<file path="config.mk">
export PLATFORM = sky130hd
export DESIGN_NAME = writeback_unit
export DESIGN_NICKNAME = d
export VERILOG_FILES = /design/src/rtl/writeback_pkg.sv /design/src/rtl/wb_queue.sv /design/src/rtl/writeback_unit.sv
export SDC_FILE = /design/constraint.sdc
export NUM_CORES = 1
export LEC_CHECK = 0
export BUFFER_PORTS_ARGS = -buffer_cell sky130_fd_sc_hd__buf_4
export CORE_UTILIZATION = 55
export CTS_CLUSTER_DIAMETER = 200
export DETAILED_ROUTE_END_ITERATION = 6
export PLACE_DENSITY = 0.88
export SLEW_MARGIN = 5
export SYNTH_ARGS = -nofsm -noshare
export SYNTH_HDL_FRONTEND = slang
export SYNTH_SLANG_ARGS = --single-unit
</file>
<file path="constraint.sdc">
create_clock -name clk -period 4.45 [get_ports clk]
set_clock_uncertainty 0.1 [all_clocks]
set_input_delay 0.89 -clock clk [delete_from_list [all_inputs] [get_ports clk]]
set_output_delay 0.89 -clock clk [all_outputs]
set_load 0.1 [all_outputs]
</file>
<file path="src/rtl/writeback_pkg.sv">
// Shared types for the write-back sequencer: queue entry, controller states
// and the push-time sanitising rule.
package writeback_pkg;

    localparam int REG_ADDR_W = 5;
    localparam int DATA_W     = 32;

    typedef struct packed {
        logic                  wen1;
        logic                  wen2;
        logic [REG_ADDR_W-1:0] reg1;
        logic [REG_ADDR_W-1:0] reg2;
        logic [DATA_W-1:0]     data1;
        logic [DATA_W-1:0]     data2;
    } wb_entry_t;

    typedef enum logic [1:0] {
        EMPTY  = 2'd0,
        ACTIVE = 2'd1,
        FULL   = 2'd2
    } wb_state_t;

    // $0 is never written; on a same-register pair port 2 wins.
    function automatic wb_entry_t wb_sanitize(input wb_entry_t e);
        wb_entry_t r;
        r = e;
        if (r.reg1 == '0) r.wen1 = 1'b0;
        if (r.reg2 == '0) r.wen2 = 1'b0;
        if (r.wen1 && r.wen2 && (r.reg1 == r.reg2)) r.wen1 = 1'b0;
        return r;
    endfunction

endpackage

</file>
<file path="src/rtl/wb_queue.sv">
// Circular buffer of write-back entries with push, pop, flush and count.
// With WB_FORWARD_EN the raw slots and read pointer are exported for lookup.
module wb_queue
    import writeback_pkg::*;
#(
    parameter int DEPTH = 4,
    localparam int PTR_W = $clog2(DEPTH),
    localparam int CNT_W = PTR_W + 1,
    localparam int ENT_W = $bits(wb_entry_t)
) (
    input  logic             clk,
    input  logic             reset,
    input  logic             push,
    input  logic             pop,
    input  logic             flush,
    input  wb_entry_t        push_entry,
    output wb_entry_t        head_entry,
    output logic [CNT_W-1:0] count
`ifdef WB_FORWARD_EN
    ,
    output logic [PTR_W-1:0]       rd_ptr_o,
    output logic [DEPTH*ENT_W-1:0] entries_flat
`endif
);

    wb_entry_t        mem [DEPTH];
    logic [PTR_W-1:0] rd_ptr;
    logic [PTR_W-1:0] wr_ptr;

    always_ff @(posedge clk) begin
        if (reset || flush) begin
            rd_ptr <= '0;
            wr_ptr <= '0;
            count  <= '0;
        end else begin
            if (push) wr_ptr <= wr_ptr + 1'b1;
            if (pop)  rd_ptr <= rd_ptr + 1'b1;
            count <= count + CNT_W'(push) - CNT_W'(pop);
        end
    end

    // Storage is not reset: slots outside [rd_ptr, rd_ptr+count) are never observed.
    always_ff @(posedge clk) begin
        if (push && !reset && !flush) mem[wr_ptr] <= push_entry;
    end

    assign head_entry = mem[rd_ptr];

`ifdef WB_FORWARD_EN
    assign rd_ptr_o = rd_ptr;

    always_comb begin
        entries_flat = '0;
        for (int i = 0; i < DEPTH; i++) begin
            entries_flat[i*ENT_W +: ENT_W] = mem[i];
        end
    end
`endif

endmodule

</file>
<file path="src/rtl/writeback_unit.sv">
// Write-back sequencer feeding the two register_block write ports.
// Optional macro WB_FORWARD_EN adds the fwd_reg/fwd_hit/fwd_data lookup.
module writeback_unit
    import writeback_pkg::*;
#(
    parameter int DEPTH = 4
) (
    input  logic                  clk,
    input  logic                  reset,
    input  logic                  in_valid,
    output logic                  in_ready,
    input  logic                  in_wen1,
    input  logic                  in_wen2,
    input  logic [REG_ADDR_W-1:0] in_reg1,
    input  logic [REG_ADDR_W-1:0] in_reg2,
    input  logic [DATA_W-1:0]     in_data1,
    input  logic [DATA_W-1:0]     in_data2,
    input  logic                  drain_hold,
    input  logic                  flush,
    output logic [REG_ADDR_W-1:0] write_reg1,
    output logic [REG_ADDR_W-1:0] write_reg2,
    output logic [DATA_W-1:0]     write_data1,
    output logic [DATA_W-1:0]     write_data2,
    output logic                  reg_write,
    output logic                  enable
`ifdef WB_FORWARD_EN
    ,
    input  logic [REG_ADDR_W-1:0] fwd_reg,
    output logic                  fwd_hit,
    output logic [DATA_W-1:0]     fwd_data
`endif
);

    localparam int PTR_W = $clog2(DEPTH);
    localparam int CNT_W = PTR_W + 1;
    localparam int ENT_W = $bits(wb_entry_t);

    wb_state_t        state_q, state_d;
    wb_entry_t        in_entry, head_entry;
    logic [CNT_W-1:0] count;
    logic             push, pop;

`ifdef WB_FORWARD_EN
    logic [PTR_W-1:0]       rd_ptr;
    logic [DEPTH*ENT_W-1:0] entries_flat;
`endif

    assign in_entry = wb_sanitize('{wen1: in_wen1, wen2: in_wen2,
                                    reg1: in_reg1, reg2: in_reg2,
                                    data1: in_data1, data2: in_data2});

    // in_ready looks only at occupancy, never at a same-cycle pop.
    assign in_ready = (state_q != FULL);
    assign push     = in_valid && in_ready && !flush;
    assign pop      = (state_q != EMPTY) && !drain_hold && !flush;

    wb_queue #(.DEPTH(DEPTH)) u_queue (
        .clk        (clk),
        .reset      (reset),
        .push       (push),
        .pop        (pop),
        .flush      (flush),
        .push_entry (in_entry),
        .head_entry (head_entry),
        .count      (count)
`ifdef WB_FORWARD_EN
        ,
        .rd_ptr_o     (rd_ptr),
        .entries_flat (entries_flat)
`endif
    );

    always_ff @(posedge clk) begin
        if (reset) state_q <= EMPTY;
        else       state_q <= state_d;
    end

    always_comb begin
        state_d = state_q;
        unique case (state_q)
            EMPTY:  if (push) state_d = ACTIVE;
            ACTIVE: begin
                if (push && !pop && (count == CNT_W'(DEPTH - 1)))
                    state_d = FULL;
                else if (pop && !push && (count == CNT_W'(1)))
                    state_d = EMPTY;
            end
            FULL:   if (pop && !push) state_d = ACTIVE;
            default: state_d = EMPTY;
        endcase
        if (flush) state_d = EMPTY;
    end

    always_ff @(posedge clk) begin
        if (reset) begin
            write_reg1  <= '0;
            write_reg2  <= '0;
            write_data1 <= '0;
            write_data2 <= '0;
            reg_write   <= 1'b0;
            enable      <= 1'b0;
        end else if (flush) begin
            reg_write <= 1'b0;
            enable    <= 1'b0;
        end else if (!drain_hold) begin
            if (pop) begin
                write_reg1  <= head_entry.reg1;
                write_reg2  <= head_entry.reg2;
                write_data1 <= head_entry.data1;
                write_data2 <= head_entry.data2;
                reg_write   <= head_entry.wen1;
                enable      <= head_entry.wen2;
            end else begin
                reg_write <= 1'b0;
                enable    <= 1'b0;
            end
        end
    end

`ifdef WB_FORWARD_EN
    // Oldest first so later (younger) matches overwrite; port 2 after port 1.
    always_comb begin
        wb_entry_t        fe;
        logic [PTR_W-1:0] slot;
        fwd_hit  = 1'b0;
        fwd_data = '0;
        fe       = '0;
        slot     = '0;
        if (reg_write && (write_reg1 == fwd_reg)) begin
            fwd_hit  = 1'b1;
            fwd_data = write_data1;
        end
        if (enable && (write_reg2 == fwd_reg)) begin
            fwd_hit  = 1'b1;
            fwd_data = write_data2;
        end
        for (int i = 0; i < DEPTH; i++) begin
            slot = rd_ptr + PTR_W'(i);
            fe   = entries_flat[slot*ENT_W +: ENT_W];
            if (CNT_W'(i) < count) begin
                if (fe.wen1 && (fe.reg1 == fwd_reg)) begin
                    fwd_hit  = 1'b1;
                    fwd_data = fe.data1;
                end
                if (fe.wen2 && (fe.reg2 == fwd_reg)) begin
                    fwd_hit  = 1'b1;
                    fwd_data = fe.data2;
                end
            end
        end
        if (fwd_reg == '0) begin
            fwd_hit  = 1'b0;
            fwd_data = '0;
        end
    end
`endif

endmodule

</file>
==> results of run 1 <==
## area by class of cell
class                   instances  area, um^2  share of cell area [%]
flip-flops and latches        391       10900                    64.7
multi-input cells             212        2850                    16.9
repair buffers                168        1300                    7.73
clock buffers                  50        1100                    6.55
well taps                     324         405                    2.41
clock inverters                20         243                    1.44
inverters                       8        30.0                   0.179
## per-layer routing
layer  vias up  GRT usage [%]  wire length, um
met5         -              0                0
met4         0           7.42              707
met3        50           4.11             2010
met2       295           35.8            13500
met1      3512           27.6            10400
li1       3014              -                -
## sequential cells by signal (all words and copies together) (netlist names), named ones only
signal          flops
enable              1
reg_write           1
state_q             2
u_queue.count       3
u_queue.mem       304
u_queue.rd_ptr      2
u_queue.wr_ptr      2
write_data1        32
write_data2        32
write_reg1          5
write_reg2          5
## cell usage after synthesis
library cell | instances | area share, %
edfxtp_1 | 304 | 66
and3_1 | 4 | 0.18
nor2b_1 | 1 | 0.045
nor3_4 | 2 | 0.23
buf_1 | 1 | 0.027
a22o_1 | 74 | 4.7
a31oi_1 | 1 | 0.045
nor4b_1 | 1 | 0.063
fa_1 | 1 | 0.14
buf_6 | 5 | 0.40
o21ai_0 | 2 | 0.072
buf_4 | 5 | 0.27
ha_1 | 6 | 0.54
inv_1 | 8 | 0.22
nor2_2 | 2 | 0.090
a31o_2 | 1 | 0.063
or2_1 | 1 | 0.045
xnor2_1 | 4 | 0.25
a21oi_1 | 7 | 0.25
or4b_1 | 1 | 0.072
a32o_1 | 2 | 0.14
o311ai_0 | 1 | 0.063
nor3_1 | 2 | 0.072
o21a_1 | 1 | 0.054
dfxtp_1 | 87 | 13
mux4_2 | 76 | 12
buf_2 | 16 | 0.57
or4_1 | 2 | 0.11
xor2_1 | 5 | 0.31
clkbuf_1 | 8 | 0.22
nor2_1 | 9 | 0.24
o32ai_1 | 1 | 0.063
and2_1 | 2 | 0.090
nand2_1 | 3 | 0.081
## critical path, delay by kind of cell (launching register included)
family,cells,cell delay [ns]
buffers and inverters,2,0.40
DFF,1,0.39
and+or+nand+nor,1,0.34
## where the power goes
part           internal, mW  leakage (nW)  switching [mW]
sequential             3.97          3.45          0.0175
combinational         0.102          1.68           0.179
clock                  2.09         0.665            1.28
total                  6.16          5.79            1.47
## final timing paths
path / from / depth (start not counted) / end / slack [ns]
setup / recovery: state_q[1]$_SDFFE_PP0P_ / 3 / in_ready / 1.82
hold / removal: write_data1[16]$_SDFFE_PP0P_ / 1 / write_data1[16]$_SDFFE_PP0P_ / 0.38
setup reg to reg: state_q[0]$_SDFFE_PP0P_ / 4 / u_queue.mem[3][9]$_DFFE_PP_ / 1.95
hold reg to reg: write_data1[16]$_SDFFE_PP0P_ / 1 / write_data1[16]$_SDFFE_PP0P_ / 0.38
## kinds of logic after synthesis
logic type,count (synthesis),share of synthesized area (%)
AOI/OAI and AO/OA,90,5.41
xor gates and xnor gates,9,0.566
adders and majority gates,7,0.683
buffers and inverters,43,1.71
DFF,391,78.0
muxes,76,12.3
and+or+nand+nor,30,1.32
## per-stage QoR
| step | cell area (um^2) | setup slack [ns] | hold slack, ns |
|---|---|---|---|
| 2_1_floorplan | 13900 | 0.833 | 0.409 |
| 3_3_place_gp | 15500 | 1.39 | 0.363 |
| 3_5_place_dp | 15500 | 1.28 | 0.367 |
| 4_1_cts | 16800 | 1.80 | 0.381 |
| 5_1_grt | 16800 | 1.69 | 0.391 |
| 6_report | 16800 | 1.82 | 0.382 |
==> out/metrics.yaml, run 1 <==
timing:
  fin_crit_sh_pct: 59.0
  setup_viol: 0
  period_minus_slack_ns: 2.63
  fin_setup_tns_ns: 0
  fmax_mhz: 381
  maxSlewHeadroom_pct: 25.3
  hold_viol_final: 0
  rsz0062_at_grt: "no"
  worstMarginPinSlew_ns: 1.12
  slew_violations: 0
global_route:
  grt_pass1_vias: 7157
  grt_overflow_total: 0
  grt_max_degree: 77
  grt_usage_pct: 21.2
  antenna_found_initial: 0
  grt_pass1_wl_um: 40900
min_path:
  hold_class: "reg2reg"
layout:
  syn_to_final_growth_pct: 20.6
  fin_cells: 1173
  postLayoutCoreUtil_pct: 68.3
  diodes: 0
  layout_commonest_cell: "edfxtp_1"
  final_cell_mix: "edfxtp_1 (304), buf_4 (165), dfxtp_1 (85)"
  fill_cells: 1488
  final_nets: 907
  drive_gt1_share_pct: 36.9
route:
  drc_errors: 0
  routedWlPerCell_um: 22.8
  dr.pass1.iters: 5
  drt_iter0_drc: 541
  vias: 6871
  drtAntennaViolNets: 0
  drt_wl_total_um: 26700
  avgViaCountPerCell: 5.86
clock_network:
  clock_latency_ns: 0.52
  clk_pin_slew_worst_paths_ns: 0.06
  hold_buffers: 0
  ctsHtreeMaxLevel: 2
  numCtsBuffers: 38
  cts_root_buf: "clkbuf_16"
  clockBufferDepth: 3
  cts_resized: 0
  cts_setup_buffers: 0
  cts.sinks: 391
  cts_tree: "yes"
die:
  die_h_um: 161
  fp.dieW_um: 161
  die-area_mm2: 0.0260
  io_pins: 158
  core_region_area_mm2: 0.0246
  start_util_pct: 56.6
  rows: 57
synthesis:
  synthesis.nets: 734
  avgSynthCellArea_um2: 21.6
  synthCells: 646
  synth_cell_types: 34
  synth_area_mm2: 0.0139
  ys_seq_area_share_pct: 78.0
  yosys_warnings: 0
  synth-seq-cells: 391
setup_path:
  critPathKind: "reg2out"
  crit_path_max_fanout: 5
  crit_chain: "nor2b_1 > inv_1 > buf_4"
  cp-end-kind: "output port"
  start_kind: "flop"
  slowest_stage: "dfxtp_1"
  cp.required_ns: 3.46
  crit_arrival_ns: 1.64
  crit_path_max_incr_delay_ns: 0.39
run_status:
  status: "completed"
pwr:
  vdd_drop_max_v: 0.000353
  power.density_mw_per_mm2: 455
  p_leak_nw: 5.79
  power_mw: 7.64
placed_design:
  dp.cells: 1103
  port-buffer-count: 157
  hpwlAfterDp_um: 15700
  routabilityCongestion: 0.788
flow_run:
  maxCapViolations: 0
No activity file was read; power rests on OpenSTA's default activity.
==> run 2, diff against run 1 <==
--- a/config.mk
+++ b/config.mk
@@ -5,11 +5,12 @@
 export SDC_FILE = /design/constraint.sdc
 export NUM_CORES = 1
 export LEC_CHECK = 0
+export ABC_AREA = 1
 export BUFFER_PORTS_ARGS = -buffer_cell sky130_fd_sc_hd__buf_4
 export CORE_UTILIZATION = 55
 export CTS_CLUSTER_DIAMETER = 200
 export DETAILED_ROUTE_END_ITERATION = 6
-export PLACE_DENSITY = 0.88
+export PLACE_DENSITY = 0.87
 export SLEW_MARGIN = 5
 export SYNTH_ARGS = -nofsm -noshare
 export SYNTH_HDL_FRONTEND = slang
==> constraint.sdc (replaced) <==
create_clock -name clk -period 2.5 [get_ports clk]
set_clock_uncertainty 0.1 [all_clocks]
set_input_delay 0.5 -clock clk [delete_from_list [all_inputs] [get_ports clk]]
set_output_delay 0.5 -clock clk [all_outputs]
set_load 0.1 [all_outputs]
==> run 2 against run 1 <==
Effect of this change:
- clock power up 71%
- non-clock buffer count up 9
- combinational power up 130%
- final area up 6.4%
- highest routed layer unchanged
- critical path depth up 5
- largest cell class unchanged
- flip-flop and latch count unchanged
- global-route usage up 2.2 points
- register-to-register slack worse by 1.6 ns
- first-iteration DRC count up 55%
- sequential power up 78%
- critical endpoint is now u_queue.count[2]$_SDFF_PP0_
- hold slack worse by 0.31 ns
- area after synthesis up 8.3%
==> out/metrics.yaml, run 2 <==
route:
  dr.pass1.iters: 7  # +2
  vias: 10031  # +46%
  drtAntennaViolNets: 0  # unchanged
  drt_iter0_drc: 838  # +55%
  avgViaCountPerCell: 5.49  # -6.3%
  drt_wl_total_um: 32800  # +23%
  routedWlPerCell_um: 17.9  # -21%
  drc_errors: 0  # unchanged
layout:
  fin_cells: 1828  # +56%
  largest_reg_flops: 304  # unchanged
  postLayoutCoreUtil_pct: 66.3  # -2.0 points
  regMostFlops: "u_queue.mem"
  reg_top3: "u_queue.mem (304), write_data1 (32), write_data2 (32)"
  final_nets: 1544  # +70%
  drive_gt1_share_pct: 17.0  # -20 points
  syn_to_final_growth_pct: 18.5
  layout_commonest_cell: "nor2_1"
  final_cell_mix: "nor2_1 (388), edfxtp_1 (304), o21ai_1 (170)"
synthesis:
  synth_edf_count: 304  # unchanged
  synth_cell_types: 26  # -24%
  synth-seq-cells: 391  # unchanged
  yosys.area.top_type: "edfxtp_1"
  synth_ff_type: "edfxtp_1"
  yosysMostFrequentCell: "nor2_1"
  avgSynthCellArea_um2: 11.5  # -47%
  synth_top_area_share_pct: 60.5  # -5.0 points
  synthesis.nets: 1401  # +91%
  synthTopCellsByArea: "edfxtp_1 (61%), dfxtp_1 (12%), nor2_1 (9.8%), o21ai_1 (5.6%), o21ai_0 (4.5%)"
  synthCells: 1313  # +100%
  synth_area_mm2: 0.0151  # +8.3%
  yosys-top-cells-count: "nor2_1 (392), edfxtp_1 (304), o21ai_1 (170)"
  ys_seq_area_share_pct: 72.1  # -5.9 points
  synth-async-reset-ratio_pct: 0  # unchanged
  yosys_warnings: 0  # unchanged
clock_network:
  cts.sinks: 391  # unchanged
  clockBufferDepth: 3  # unchanged
  hold_buffers: 0  # unchanged
  cts_setup_buffers: 0  # unchanged
  numCtsBuffers: 39  # +2.6%
  cts_resized: 0  # unchanged
  cts_tree: "yes"
  cts_root_buf: "clkbuf_16"
  ctsHtreeMaxLevel: 2  # unchanged
  clock_latency_ns: 0.53  # about the same
  clk_pin_slew_worst_paths_ns: 0.06  # about the same
die:
  die-area_mm2: 0.0281  # +8.2%
  fp.dieW_um: 168  # +4.0%
  rows: 60  # +5.3%
  io_pins: 158  # unchanged
  die_h_um: 168  # +4.0%
  core_region_area_mm2: 0.0270  # +9.5%
  start_util_pct: 56.0  # -0.66 points
timing:
  fin_crit_sh_pct: 85.9
  slew_violations: 0  # unchanged
  period_minus_slack_ns: 2.15
  rsz0062_at_grt: "no"
  worst_slack_ns: 0.351  # -1.47 ns
  hold_viol_final: 0  # unchanged
  maxSlewHeadroom_pct: 47.9  # +23 points
  setup_viol: 0  # unchanged
  fin_setup_tns_ns: 0  # unchanged
  whs_ns: 0.0710  # -0.311 ns
  fmax_mhz: 465
  worstMarginPinSlew_ns: 0.782  # -0.338 ns
global_route:
  grt_overflow_total: 0  # unchanged
  antenna_found_initial: 1  # +1
  grt_pass1_wl_um: 50800  # +24%
  grtUsageMet2_pct: 41.1  # +5.3 points
  grt_use_met1_pct: 28.8  # +1.2 points
  grt_usage_pct: 23.3  # +2.2 points
  grt_pass1_vias: 9756  # +36%
  met3_usage_pct: 4.63  # +0.52 points
  grt_max_degree: 153  # +99%
  grt_busiest_layer: "met2"
pwr:
  p_seq_share_pct: 52.7  # +0.5 points
  p_int_mw: 10.7  # +74%
  clkPwrFrac_pct: 42.6  # -1.5 points
  combPwrFrac_pct: 4.7  # +1.0 points
  power.density_mw_per_mm2: 755  # +66%
  p_leak_nw: 7.04  # +22%
  vdd_drop_max_v: 0.000687  # +94%
  swShare_pct: 20.7  # +1.4 points
  power.switching_mw: 2.80  # +90%
setup_path:
  crit_path_max_fanout: 5  # unchanged
  crit_path_max_incr_delay_ns: 0.42  # +0.03 ns
  critical_path_buf_inv_count: 1  # -1
  crit_arrival_ns: 2.49  # +0.85 ns
  cp_top_family: "adder cells"
  cp-end-kind: "flop"
  critPathKind: "reg2reg"
  cpMostUsedCell: "ha_1"
  crit_chain: "nor2_2 > nor2_4 > ha_1 > inv_1 > ha_1 > fa_1 > or2_2 > a21oi_1"
  slowest_stage: "fa_1"
  cp.required_ns: 2.84  # -0.62 ns
  start_kind: "flop"
min_path:
  hold_class: "in2reg"
placed_design:
  routabilityCongestion: 0.754  # -4.3%
  hpwlAfterDp_um: 18300  # +16%
  port-buffer-count: 157  # unchanged
  dp.cells: 1756  # +59%
  dp_slack_ns: 0.0964  # -1.19 ns
run_status:
  status: "completed"
flow_run:
  maxCapViolations: 0  # unchanged
-- run 2: power groups by stage --
stage	logic [mW]	registers, mW	clock network [mW]
global placement	0.609	7.24	0
detailed placement	0.630	7.25	0
finish	0.638	7.11	5.75
floorplan	0.199	7.42	0
CTS	0.638	7.11	5.80
global route	0.684	7.11	6.07
-- run 2: final cells by class --
cell class | instances | area, um^2
sequential | 391 | 10900
fill | 1853 | 9070
multi-input combinational | 750 | 3410
timing repair buffer | 177 | 1500
clock buffer | 59 | 1160
tap | 341 | 427
inverter | 97 | 369
clock inverter | 12 | 125
antenna | 1 | 2.50
-- run 2: cell families (layout without fill, tap and decap cells) --
| family | count (synthesis) | in the layout | share of synthesized area [%] |
|---|---|---|---|
| AOI/OAI and AO/OA | 318 | 318 | 10.6 |
| DFF | 391 | 391 | 72.1 |
| xor gates and xnor gates | 7 | 7 | 0.407 |
| buffers and inverters | 172 | 345 | 5.74 |
| adders and majority gates | 7 | 7 | 0.631 |
| other | 0 | 1 | 0 |
| and+or+nand+nor | 418 | 418 | 10.6 |
-- run 2: per-layer routing --
metal,vias up,wire [um]
met5,-,0
met4,0,845
met3,65,2550
met2,409,16800
met1,4816,12600
li1,4741,-
-- run 2: worst paths after layout --
kind | from | to | slack (ns) | cells after the start
worst max register to register | state_q[1]$_SDFFE_PP0P_ | u_queue.count[2]$_SDFF_PP0_ | 0.35 | 8
worst max-delay path | state_q[1]$_SDFFE_PP0P_ | u_queue.count[2]$_SDFF_PP0_ | 0.35 | 8
worst min register to register | u_queue.rd_ptr[0]$_SDFFE_PP0P_ | u_queue.rd_ptr[0]$_SDFFE_PP0P_ | 0.38 | 1
worst min-delay path | in_data1[29] | u_queue.mem[3][61]$_DFFE_PP_ | 0.07 | 1
-- run 2: worst register-to-register path: stages (launching register included) --
cell	delay, ns
dfxtp_2	0.37
nor2_2	0.19
nor2_4	0.07
ha_1	0.27
inv_1	0.04
ha_1	0.19
fa_1	0.42
or2_2	0.31
a21oi_1	0.12
-- run 2: metrics by stage --
| stage | power, mW | area [um^2] |
|---|---|---|
| global placement | 7.85 | 16600 |
| global route | 13.9 | 17900 |
| finish | 13.5 | 17900 |
| floorplan | 7.62 | 15100 |
| CTS | 13.5 | 17900 |
| detailed placement | 7.88 | 16600 |
==> run 3, diff against run 2 <==
--- a/config.mk
+++ b/config.mk
@@ -11,6 +11,7 @@
 export CTS_CLUSTER_DIAMETER = 200
 export DETAILED_ROUTE_END_ITERATION = 6
 export PLACE_DENSITY = 0.87
+export REMOVE_ABC_BUFFERS = 1
 export SLEW_MARGIN = 5
 export SYNTH_ARGS = -nofsm -noshare
 export SYNTH_HDL_FRONTEND = slang
==> run 3 against run 2 <==
Effect of this change:
- flip-flop and latch count did not move
- critical path type unchanged
- critical endpoint unchanged
- non-clock buffer count up 3
- core utilization fell by 0.49 points
==> out/metrics.yaml, run 3 (synthesized netlist as in run 2, its figures left out) <==
global_route:
  grt_pass1_vias: 9607  # -1.5%
  grt_usage_pct: 22.0  # -1.3 points
  antenna_found_initial: 0  # -1
  grt_max_degree: 153  # unchanged
  grt_pass1_wl_um: 48300  # -5.0%
  grt_overflow_total: 0  # unchanged
clock_network:
  cts_root_buf: "clkbuf_16"
  hold_buffers: 0  # unchanged
  cts_tree: "yes"
  ctsHtreeMaxLevel: 2  # unchanged
  cts_setup_buffers: 0  # unchanged
  clk_pin_slew_worst_paths_ns: 0.06  # about the same
  cts.sinks: 391  # unchanged
  cts_resized: 0  # unchanged
  clockBufferDepth: 3  # unchanged
  clock_latency_ns: 0.51  # -0.02 ns
  numCtsBuffers: 38  # -2.6%
setup_path:
  cp-end-kind: "flop"
  crit_arrival_ns: 2.44  # -0.05 ns
  critical_path_buf_inv_count: 1  # unchanged
  crit_path_max_incr_delay_ns: 0.41  # about the same
  critPathKind: "reg2reg"
  crit_chain: "nor2_2 > nor2_4 > ha_1 > inv_1 > ha_1 > fa_1 > or2_2 > a21oi_1"
  cp_top_family: "adder cells"
  r2r_start: "state_q[1]$_SDFFE_PP0P_"
  cp.required_ns: 2.84  # about the same
  startpoint: "state_q[1]$_SDFFE_PP0P_"
  slowest_stage: "fa_1"
  cpMostUsedCell: "ha_1"
  start_kind: "flop"
  crit_path_max_fanout: 5  # unchanged
route:
  vias: 9854  # -1.8%
  routedWlPerCell_um: 17.1  # -5.0%
  drt_iter0_drc: 801  # -4.4%
  avgViaCountPerCell: 5.39  # -1.7%
  drt_wl_total_um: 31200  # -5.0%
  dr.pass1.iters: 5  # -2
  drc_errors: 0  # unchanged
  drtAntennaViolNets: 0  # unchanged
pwr:
  power_mw: 13.3  # -1.4%
  vdd_drop_max_v: 0.000606  # -12%
  p_leak_nw: 6.99  # -0.74%
  power.density_mw_per_mm2: 749  # -0.71%
layout:
  regMostFlops: "u_queue.mem"
  largest_reg_flops: 304  # unchanged
  drive_gt1_share_pct: 16.2  # -0.81 points
  design_area_mm2: 0.0177  # -0.74%
  layout_commonest_cell: "nor2_1"
  diodes: 0  # -1
  final_nets: 1546  # +0.13%
  reg_top3: "u_queue.mem (304), write_data1 (32), write_data2 (32)"
  postLayoutCoreUtil_pct: 65.8  # -0.49 points
  syn_to_final_growth_pct: 17.7
  final_cell_mix: "nor2_1 (388), edfxtp_1 (304), o21ai_1 (170), buf_4 (170), o21ai_0 (137)"
  fill_cells: 1916  # +3.4%
timing:
  rsz0062_at_grt: "no"
  fmax_mhz: 476  # +2.2%
  period_minus_slack_ns: 2.10  # -0.0460 ns
  hold_viol_final: 0  # unchanged
  maxSlewHeadroom_pct: 41.5  # -6.4 points
  slew_violations: 0  # unchanged
  fin_crit_sh_pct: 84.1  # -1.8 points
  setup_viol: 0  # unchanged
  fin_setup_tns_ns: 0  # unchanged
  worstMarginPinSlew_ns: 0.878  # +0.0958 ns
run_status:
  status: "completed"
die:
  core_region_area_mm2: 0.0270  # unchanged
  rows: 60  # unchanged
  start_util_pct: 56.0  # unchanged
  fp.dieW_um: 168  # unchanged
  io_pins: 158  # unchanged
  die-area_mm2: 0.0281  # unchanged
  die_h_um: 168  # unchanged
flow_run:
  maxCapViolations: 0  # unchanged
placed_design:
  routabilityCongestion: 0.779  # +3.2%
  port-buffer-count: 157  # unchanged
  placedInstanceArea_mm2: 0.0165  # -0.38%
  hpwlAfterDp_um: 17400  # -4.5%
min_path:
  hp-start: "in_data2[3]"
  hold_class: "in2reg"
run 3: worst paths after layout:
path / cells after the start / slack [ns] / end
max: 8 / 0.40 / u_queue.count[2]$_SDFF_PP0_
min reg2reg: 2 / 0.36 / enable$_SDFFE_PP0N_
max reg2reg: 8 / 0.40 / u_queue.count[2]$_SDFF_PP0_
min: 1 / 0.08 / u_queue.mem[2][3]$_DFFE_PP_
run 3: layout make-up:
type / instances / area, um^2 / area share [%]
clock inverter: 10 / 121 / 0.684
timing repair buffer: 180 / 1480 / 8.32
tap: 341 / 427 / 2.40
sequential: 391 / 10900 / 61.3
multi-input combinational: 750 / 3370 / 19.0
clock buffer: 58 / 1100 / 6.20
inverter: 97 / 368 / 2.07
run 3: worst register-to-register path: stages, from the launching register on:
cell     delay [ns]
dfxtp_1        0.35
nor2_2         0.18
nor2_4         0.07
ha_1           0.27
inv_1          0.04
ha_1           0.20
fa_1           0.41
or2_2          0.30
a21oi_1        0.12
run 3: metal layers:
| layer | track usage [%] | wire (um) | up-vias |
|---|---|---|---|
| met1 | 28.1 | 12600 | 4708 |
| met4 | 8.78 | 671 | 0 |
| met5 | 0 | 0 | - |
| met3 | 3.62 | 2160 | 49 |
| li1 | - | - | 4734 |
| met2 | 37.8 | 15700 | 363 |
run 3: where the power goes:
group / internal [mW] / leakage, nW / switching [mW]
Clock: 3.34 / 0.594 / 2.22
Sequential: 7.08 / 3.45 / 0.0309
Combinational: 0.191 / 2.95 / 0.431
Total: 10.6 / 6.99 / 2.69
run 3: stage by stage:
step / hold WS, ns / cells / setup slack (ns)
after detailed placement: 0.357 / 1759 / 0.149
after CTS: 0.0673 / 1827 / 0.387
final: 0.0845 / 1827 / 0.397
after floorplan: 0.344 / 1238 / -3.04
after global placement: 0.346 / 1759 / 0.202
after global routing: 0.0699 / 1827 / 0.281
